===== src/rtl/cpu_pkg.sv =====
// Shared pipeline types and helpers for the CPU datapath stages.
package cpu_pkg;

  localparam int unsigned Xlen = 32;

  // Load/store width encodings in funct3
  localparam logic [2:0] LB  = 3'b000;
  localparam logic [2:0] LH  = 3'b001;
  localparam logic [2:0] LW  = 3'b010;
  localparam logic [2:0] LBU = 3'b100;
  localparam logic [2:0] LHU = 3'b101;
  localparam logic [2:0] SB  = 3'b000;
  localparam logic [2:0] SH  = 3'b001;
  localparam logic [2:0] SW  = 3'b010;

  typedef enum logic [1:0] {IDLE, REQ, WAIT_RSP} mem_state_e;

  typedef struct packed {
    logic            valid;
    logic [Xlen-1:0] pc;
    logic [Xlen-1:0] alu_result;
    logic [Xlen-1:0] rs2_data;
    logic [4:0]      rd;
    logic            reg_write;
    logic            mem_read;
    logic            mem_write;
    logic [2:0]      funct3;
  } ex_reg_d;

  typedef struct packed {
    logic            valid;
    logic [Xlen-1:0] pc;
    logic [4:0]      rd;
    logic            reg_write;
    logic [Xlen-1:0] result;
    logic            misaligned;
  } mem_reg_d;

  // size is funct3[1:0]: 00 byte, 01 half, 10 word, 11 unchecked
  function automatic logic is_misaligned(logic [1:0] size, logic [1:0] addr_lo);
    return ((size == 2'b01) && addr_lo[0]) || ((size == 2'b10) && (addr_lo != 2'b00));
  endfunction

  function automatic logic [3:0] store_be(logic [1:0] size, logic [1:0] addr_lo);
    logic [3:0] be;
    unique case (size)
      2'b00:   be = 4'b0001 << addr_lo;
      2'b01:   be = 4'b0011 << addr_lo;
      default: be = 4'b1111;
    endcase
    return be;
  endfunction

  // Replicate the store data across lanes so byte enables alone select the target
  function automatic logic [Xlen-1:0] store_wdata(logic [1:0] size, logic [Xlen-1:0] rs2);
    logic [Xlen-1:0] wdata;
    unique case (size)
      2'b00:   wdata = {4{rs2[7:0]}};
      2'b01:   wdata = {2{rs2[15:0]}};
      default: wdata = rs2;
    endcase
    return wdata;
  endfunction

endpackage


===== src/rtl/mem_stage_load_align.sv =====
// Load data alignment: selects the addressed byte/halfword and extends it.
module load_align
  import cpu_pkg::*;
(
  input  logic [Xlen-1:0] rdata,
  input  logic [1:0]      addr_lo,
  input  logic [2:0]      funct3,
  output logic [Xlen-1:0] result
);

  logic [7:0]  byte_sel;
  logic [15:0] half_sel;

  // Lane select followed by sign/zero extension; unknown widths fall back to a word
  always_comb begin
    unique case (addr_lo)
      2'd0:    byte_sel = rdata[7:0];
      2'd1:    byte_sel = rdata[15:8];
      2'd2:    byte_sel = rdata[23:16];
      default: byte_sel = rdata[31:24];
    endcase
    half_sel = addr_lo[1] ? rdata[31:16] : rdata[15:0];
    case (funct3)
      LB:      result = {{(Xlen-8){byte_sel[7]}}, byte_sel};
      LBU:     result = {{(Xlen-8){1'b0}}, byte_sel};
      LH:      result = {{(Xlen-16){half_sel[15]}}, half_sel};
      LHU:     result = {{(Xlen-16){1'b0}}, half_sel};
      default: result = rdata;
    endcase
  end

endmodule


===== src/rtl/mem_stage.sv =====
// Memory-access stage: issues loads/stores to data memory, aligns load data
// and drives the MEM/WB register, stalling EX while an access is outstanding.
module mem_stage
  import cpu_pkg::*;
#(
  parameter int unsigned XLEN    = 32,
  parameter int unsigned DMEM_AW = 32
) (
  input  logic               clk,
  input  logic               reset,
  input  ex_reg_d            ex_in,
  output mem_reg_d           mem_out,
  output logic               stall,
  output logic               dmem_req_valid,
  input  logic               dmem_req_ready,
  output logic               dmem_we,
  output logic [DMEM_AW-1:0] dmem_addr,
  output logic [3:0]         dmem_be,
  output logic [XLEN-1:0]    dmem_wdata,
  input  logic               dmem_rsp_valid,
  input  logic [XLEN-1:0]    dmem_rdata
);

  mem_state_e state_q, state_d;
  mem_reg_d   mem_d;

  // Request fields held from issue until the access completes
  logic [Xlen-1:0] req_addr_q;
  logic [Xlen-1:0] req_wdata_q;
  logic [Xlen-1:0] req_pc_q;
  logic [3:0]      req_be_q;
  logic            req_load_q;
  logic [2:0]      req_funct3_q;
  logic [4:0]      req_rd_q;
  logic            req_reg_write_q;

  logic            ex_is_mem;
  logic            ex_is_load;
  logic            ex_misaligned;
  logic            ex_issue;
  logic [3:0]      ex_be;
  logic [Xlen-1:0] ex_wdata;

  logic            cur_load;
  logic [Xlen-1:0] cur_addr;
  logic [3:0]      cur_be;
  logic [Xlen-1:0] cur_wdata;
  logic [Xlen-1:0] load_result;

  // Decode the incoming EX bundle; a load wins when both mem_read and mem_write are set
  always_comb begin
    ex_is_mem     = ex_in.mem_read | ex_in.mem_write;
    ex_is_load    = ex_in.mem_read;
    ex_misaligned = is_misaligned(ex_in.funct3[1:0], ex_in.alu_result[1:0]);
    ex_issue      = (state_q == IDLE) & ex_in.valid & ex_is_mem & ~ex_misaligned;
    ex_be         = ex_is_load ? 4'b0000 : store_be(ex_in.funct3[1:0], ex_in.alu_result[1:0]);
    ex_wdata      = ex_is_load ? '0 : store_wdata(ex_in.funct3[1:0], ex_in.rs2_data);
  end

  // Request fields come straight from EX in IDLE, from the latches afterwards
  always_comb begin
    if (state_q == IDLE) begin
      cur_load  = ex_is_load;
      cur_addr  = ex_in.alu_result;
      cur_be    = ex_be;
      cur_wdata = ex_wdata;
    end else begin
      cur_load  = req_load_q;
      cur_addr  = req_addr_q;
      cur_be    = req_be_q;
      cur_wdata = req_wdata_q;
    end
  end

  assign dmem_we    = dmem_req_valid & ~cur_load;
  assign dmem_addr  = DMEM_AW'({cur_addr[Xlen-1:2], 2'b00});
  assign dmem_be    = cur_be;
  assign dmem_wdata = XLEN'(cur_wdata);

  load_align u_load_align (
    .rdata   (Xlen'(dmem_rdata)),
    .addr_lo (req_addr_q[1:0]),
    .funct3  (req_funct3_q),
    .result  (load_result)
  );

  // State register
  always_ff @(posedge clk or negedge reset) begin
    if (!reset) begin
      state_q <= IDLE;
    end else begin
      state_q <= state_d;
    end
  end

  // Next-state logic
  always_comb begin
    state_d = state_q;
    unique case (state_q)
      IDLE: begin
        if (ex_issue) begin
          if (!dmem_req_ready)  state_d = REQ;
          else if (ex_is_load)  state_d = WAIT_RSP;
        end
      end
      REQ: begin
        if (dmem_req_ready) state_d = req_load_q ? WAIT_RSP : IDLE;
      end
      WAIT_RSP: begin
        if (dmem_rsp_valid) state_d = IDLE;
      end
      default: state_d = IDLE;
    endcase
  end

  // Outputs: request valid, stall and the next MEM/WB contents (bubble by default)
  always_comb begin
    dmem_req_valid = 1'b0;
    stall          = 1'b0;
    mem_d          = '0;
    unique case (state_q)
      IDLE: begin
        dmem_req_valid = ex_issue;
        // A store accepted immediately completes this cycle, so no hold is needed
        stall          = ex_issue & ~(dmem_req_ready & ~ex_is_load);
        if (ex_in.valid) begin
          mem_d.pc     = ex_in.pc;
          mem_d.rd     = ex_in.rd;
          mem_d.result = ex_in.alu_result;
          if (!ex_is_mem) begin
            mem_d.valid     = 1'b1;
            mem_d.reg_write = ex_in.reg_write;
          end else if (ex_misaligned) begin
            mem_d.valid      = 1'b1;
            mem_d.misaligned = 1'b1;
          end else if (dmem_req_ready && !ex_is_load) begin
            mem_d.valid = 1'b1;
          end
        end
      end
      REQ: begin
        dmem_req_valid = 1'b1;
        stall          = ~(dmem_req_ready & ~req_load_q);
        if (dmem_req_ready && !req_load_q) begin
          mem_d.valid  = 1'b1;
          mem_d.pc     = req_pc_q;
          mem_d.rd     = req_rd_q;
          mem_d.result = req_addr_q;
        end
      end
      WAIT_RSP: begin
        stall = ~dmem_rsp_valid;
        if (dmem_rsp_valid) begin
          mem_d.valid     = 1'b1;
          mem_d.pc        = req_pc_q;
          mem_d.rd        = req_rd_q;
          mem_d.reg_write = req_reg_write_q;
          mem_d.result    = load_result;
        end
      end
      default: ;
    endcase
  end

  // Capture request fields when a memory op is issued from IDLE
  always_ff @(posedge clk or negedge reset) begin
    if (!reset) begin
      req_addr_q      <= '0;
      req_wdata_q     <= '0;
      req_pc_q        <= '0;
      req_be_q        <= '0;
      req_load_q      <= 1'b0;
      req_funct3_q    <= '0;
      req_rd_q        <= '0;
      req_reg_write_q <= 1'b0;
    end else if (ex_issue) begin
      req_addr_q      <= ex_in.alu_result;
      req_wdata_q     <= ex_wdata;
      req_pc_q        <= ex_in.pc;
      req_be_q        <= ex_be;
      req_load_q      <= ex_is_load;
      req_funct3_q    <= ex_in.funct3;
      req_rd_q        <= ex_in.rd;
      req_reg_write_q <= ex_in.reg_write;
    end
  end

  // MEM/WB pipeline register
  always_ff @(posedge clk or negedge reset) begin
    if (!reset) begin
      mem_out <= '0;
    end else begin
      mem_out <= mem_d;
    end
  end

endmodule


===== config.mk =====
export PLATFORM = sky130hd
export DESIGN_NAME = mem_stage
export DESIGN_NICKNAME = d
export VERILOG_FILES = /design/src/rtl/cpu_pkg.sv /design/src/rtl/mem_stage_load_align.sv /design/src/rtl/mem_stage.sv
export SDC_FILE = /design/constraint.sdc
export NUM_CORES = 1
export LEC_CHECK = 0
export ABC_AREA = 1
export BUFFER_PORTS_ARGS = -buffer_cell sky130_fd_sc_hd__clkbuf_2
export CORE_MARGIN = 4
export CORE_UTILIZATION = 45
export CTS_CLUSTER_DIAMETER = 200
export CTS_CLUSTER_SIZE = 20
export DETAILED_ROUTE_END_ITERATION = 6
export GPL_ROUTABILITY_DRIVEN = 1
export PLACE_DENSITY = 0.77
export SYNTH_ARGS = -nofsm -noshare
export SYNTH_HDL_FRONTEND = slang
export SYNTH_SLANG_ARGS = --single-unit
export TNS_END_PERCENT = 10

===== constraint.sdc =====
create_clock -name clk -period 1.65 [get_ports clk]
set_input_delay 0.33 -clock clk [delete_from_list [all_inputs] [get_ports clk]]
set_output_delay 0.33 -clock clk [all_outputs]
set_load 0.005 [all_outputs]

== Yosys cells after proc, flatten, opt, wreduce, memory -nomap -nowiden ==
Index checks and enable logic that the tools add are counted.

* Bits in registers: 184
* Input port bits: 144
* Output and inout port bits: 143
* Logic and storage cells: 92

* Equal/unequal tests: 13
* Shift-type cells: 2
* Mux-type cells: 34
* Bitwise gates (word level): 15
* Reductions and logical operators: 13

{| class="wikitable"
|+ Operators with widths
! operator !! number
|-
| 32-bit 2-to-1 mux || 4
|-
| 32-bit one-hot mux with 4 select lines || 1
|-
| 38-bit one-hot mux with 3 select lines || 1
|-
| 32-bit one-hot mux with 3 select lines || 1
|-
| 72-bit 2-to-1 mux || 1
|-
| 71-bit 2-to-1 mux || 1
|-
| 32-bit one-hot mux with 2 select lines || 1
|-
| 38-bit 2-to-1 mux || 1
|-
| 8-bit one-hot mux with 3 select lines || 1
|-
| 16-bit 2-to-1 mux || 1
|-
| 2-bit 2-to-1 mux || 6
|-
| 1-bit 2-to-1 mux || 8
|-
| 4-bit 2-to-1 mux || 2
|-
| 4-bit one-hot mux with 2 select lines || 1
|-
| 1-bit AND || 7
|-
| 1-bit inverter || 7
|-
| 2-bit by 1-bit equality test with 1-bit output, second input constant || 3
|-
| 2-bit equality test, second input constant || 3
|-
| 3-bit equality test, second input constant || 2
|-
| 2-bit logical NOT || 3
|-
| 2-bit inequality test, second input constant || 3
|-
| 2-bit one-hot mux with 3 select lines || 1
|-
| 1-bit logical AND || 4
|-
| 1-bit one-hot mux with 2 select lines || 2
|-
| 11 further kinds || 12
|}

== Logic depth before layout (Yosys ltp) ==
* Depth after elaboration: 7
* Depth in mapped cells: 11
* Gate-level depth less buffers: 9

== Cells and area by module ==
A second synthesis with hierarchy kept.

* Cells, all modules: 1193
* Area total of the unflattened synthesis: 9165.0 sq um

{| class="wikitable"
|+ By module, submodules not included
! module !! times used !! cells each !! area an instance (sq um) !! seq. area each (sq um)
|-
| mem_stage || 1 || 1001 || 8269.2 || 4604.4
|-
| load_align || 1 || 192 || 895.9 || 0.0
|}

== Least setup slack after synthesis ==
Ideal clock, no wire load.

* Kind: reg2out
* Start: register state_q[0]
* End: output port dmem_we
* Arrival: 1380 ps
* Required time: 1320 ps
* Path slack: -60 ps
* Cell stages (with the launch flop): 10
* Path buffers: 2
* Cells stage by stage: dfrtp_1 > inv_2 > nand2_2 > nor2_4 > nand2_1 > nor2_2 > buf_6 > buf_6 > inv_2 > a21oi_1

* Longest elaborated chain between the ends: 6
* Elaborated cells on any way between the ends: 9
* Those cells by class: eq/ne: 1; mux: 2; bitwise: 5; reduce/logical: 1

{| class="wikitable"
|+ RTL lines
! item !! RTL line !! source
|-
| start, declared || mem_stage.sv:24 || <nowiki>mem_state_e state_q, state_d;</nowiki>
|-
| start signal, assigned || mem_stage.sv:92 || <nowiki>state_q <= state_d;</nowiki>
|-
| 2-bit logical NOT || mem_stage.sv:55, mem_stage.sv:62, mem_stage.sv:121 ||
|-
| 1-bit AND (3 in a row) || mem_stage.sv:55 || <nowiki>ex_issue = (state_q == IDLE) & ex_in.valid & ex_is_mem & ~ex_misaligned;</nowiki>
|-
| 1-bit one-hot mux with 2 select lines || mem_stage.sv:121 || <nowiki>unique case (state_q)</nowiki>
|-
| 1-bit AND * || mem_stage.sv:75 || <nowiki>assign dmem_we = dmem_req_valid & ~cur_load;</nowiki>
|-
| end, declared || mem_stage.sv:16 || <nowiki>output logic dmem_we,</nowiki>
|}

Mark *: on every way between the ends. The rest lies on a longest branch, timed or not.

== Final worst setup path ==
* Start: register state_q[1]
* End: output port dmem_we

Same word-level chain as after synthesis.

==> flow_summary.ini <==
[grt]
grt_pass1_wl_um = 42520
grt_use_met2_pct = 38.65
met1_usage_pct = 32.07
use_met3_pct = 4.710
grt_pass1_vias = 8409
antenna_found_initial = 0
grt_max_degree = 51
top_usage_layer = met2
grt_overflow = 0
globalRouteTotalUtil_pct = 24.08

[clocking]
clk_pin_slew_ns = 0.08
cts_root_buffer = clkbuf_16
clock-sinks = 184
clock_latency_ns = 0.42
cts_max_path_buffers = 2
cts_tree = done
cts_buffers = 17
cts_max_level = 4

[logic_synthesis]
yosys_register_bits = 184
synth_warnings = 0
synthDistinctLibCells = 29
seq_area_frac_synth_pct = 51.49
synth_top_cell_area_share_pct = 51.49
synth_top_family_by_area = compound AO/OA/AOI/OAI gates
synthSimpleGateAreaFrac_pct = 17.29
synth_adder_area_share_pct = 0
yosys.area.top_type = dfrtp_1
synth-compound-area-share_pct = 20.88
syn-cell-area_um2 = 8942
synthMuxAreaShare_pct = 0
syn-instance-count = 1150
synthTopCellsByArea = dfrtp_1, nand2_1, o21ai_0, inv_1, a21oi_1
synth_xor_area_share_pct = 0
syn_area_per_cell_um2 = 7.776

[floorplanning]
die_y_um = 149.0
pin_count = 287
initial_utilization_pct = 45.80
core_um2 = 19530
row_count = 51
dieArea_um2 = 22190
die_width_um = 149.0

[route]
wl_per_cell_um = 15.66
drtIter0Drc = 496
drc_errors = 0
drtAntennaViolNets = 0
vias = 8890
wl_um = 27400
dr.pass1.iters = 6
avgViaCountPerCell = 5.083

[critical_path]
end_kind = output port
required_ns = 1.32
start_kind = flop
worstPathArrival_ns = 1.65
worstSetupPathType = reg2out
critical_path_buf_inv_count = 3
crit_path_max_fanout = 3
slowest_delay_ns = 0.38
path_cells = inv_2, nand2_4, nor2_4, nand2_4, nor2_4, inv_2, a21oi_2, buf_2
crit_family = simple AND/OR/NAND/NOR gates
slowest_stage = dfrtp_1

[place]
dpl.cell_count = 1706
dpl.hpwl_um = 20090
place_ws_ns = -0.1148
port_buffers = 284
gp_congestion = 0.9082
dpl_cell_area_um2 = 11150

[timing]
fin_crit_sh_pct = 120.0
final_hold_viol_count = 0
worst_slack_ns = -0.3305
setup_viol = 127
fin_skew_ns = 0.01099
whs_ns = 0.1246
final_max_slew_viol_count = 0
period_needed_ns = 1.980
rsz0062_at_grt = yes
max_freq_mhz = 504.9

[cells_and_area]
nets = 1615
drive_gt1_share_pct = 31.67
num_antenna_cells = 0
final_common_cell = nand2_1
syn2layout_area_growth_pct = 36.01
most-common-layout-cells = nand2_1, clkbuf_2, dfrtp_1
fin_area_um2 = 12160
fillers = 1719
finalNonFillerCells = 1749
utilization_pct = 62.29

[status]
failed_checks = negative setup slack
status = complete, but fails checks

[pwr]
cellPowerDensity_nw_per_um2 = 1773
total_leakage_power_nw = 6.406
peakVddDrop_mv = 0.9241

[worst_hold_path]
holdCritPathClass = in2reg

[flow_run]
max_cap_viol_count = 0
worst min-delay path: cells and delay by family:
family	cells	cell delay (ns)
simple gates	1	0.04
buf+inv	1	0.09
compound gates	1	0.06
through the flow:
stage	TNS [ns]	power, W
floorplan	-0.01773	0.01205
global placement	-0.7646	0.01583
detailed placement	-1.277	0.01608
CTS	-19.38	0.02112
global route	-32.43	0.02315
finish	-20.13	0.02157
kinds of logic (layout without fill, tap and decap cells):
logic type / after synthesis / in the layout
AND/OR/NAND/NOR: 403 / 403
AO/OA/AOI/OAI: 345 / 345
buffers and inverters: 217 / 550
flip-flops: 184 / 184
other: 1 / 2
flip-flops by register name, indices dropped and copies added, names as in the netlist:
name / count
req_pc_q: 32
mem_out: 72
req_reg_write_q: 1
req_rd_q: 5
req_wdata_q: 32
req_load_q: 1
req_funct3_q: 3
req_be_q: 4
req_addr_q: 32
state_q: 2
power breakdown:
part	internal, W	leakage [nW]	switching (W)
logic	0.00416	3.75	0.00602
clock network	0.00233	0.305	0.00197
registers	0.00637	2.36	0.000711
total	0.0129	6.41	0.00870
cells in the mapped netlist:
cell type    n
nor2_2       1
inv_1      141
o211ai_1     2
clkinv_1     1
o21bai_1     1
buf_1        4
nand2_1    324
inv_2        5
buf_2       12
o22ai_1     10
a21oi_1     46
nor2_1      61
clkbuf_1    35
a22oi_1     29
o21ai_2     10
nand3_1     11
buf_6        6
a31oi_1      1
nand2_2      3
nor3_1       2
nor2_4       1
o21ai_0    242
clkbuf_2     1
o221ai_1     1
o21ai_1      1
conb_1       1
o21a_1       2
buf_4       12
dfrtp_1    184
worst paths after layout:
kind                              endpoint  slack [ns]  cells after the start      startpoint
setup / recovery                   dmem_we       -0.33                      8      state_q[1]
hold / removal                 mem_out[46]        0.12                      3       ex_in[82]
setup reg to reg           req_wdata_q[14]       -0.08                     11      state_q[1]
hold reg to reg                mem_out[28]        0.50                      2  req_addr_q[27]
max in group asynchronous      mem_out[26]        0.69                      3           reset
min in group asynchronous     req_pc_q[25]        0.39                      2           reset
per-layer routing:
layer | wire (um) | up-vias | share of wire [%]
li1 | - | 4323 | -
met1 | 11270 | 4125 | 41
met4 | 986 | 0 | 3.6
met3 | 1897 | 70 | 6.9
met5 | 0 | - | 0
met2 | 13240 | 372 | 48
final cells by class:
type / instances / area, um^2 / share of cell area [%]
tap: 265 / 331.6 / 2.726
timing repair buffer: 371 / 2407 / 19.79
sequential: 184 / 4604 / 37.86
inverter: 147 / 568.0 / 4.670
clock inverter: 15 / 205.2 / 1.687
clock buffer: 17 / 425.4 / 3.498
multi-input combinational: 750 / 3621 / 29.77
what timing repair did:
action | 4_1_cts | 5_1_grt
gates cloned | 2 | 0
gates resized for setup | 51 | 123
pin swaps | 4 | 0
hold buffers | 1 | 0
endpoints found under the setup margin | 72 | 219
endpoints found under the hold margin | 35 | 0
buffers inserted | 4 | 4
(Power assumes the default switching activity.)
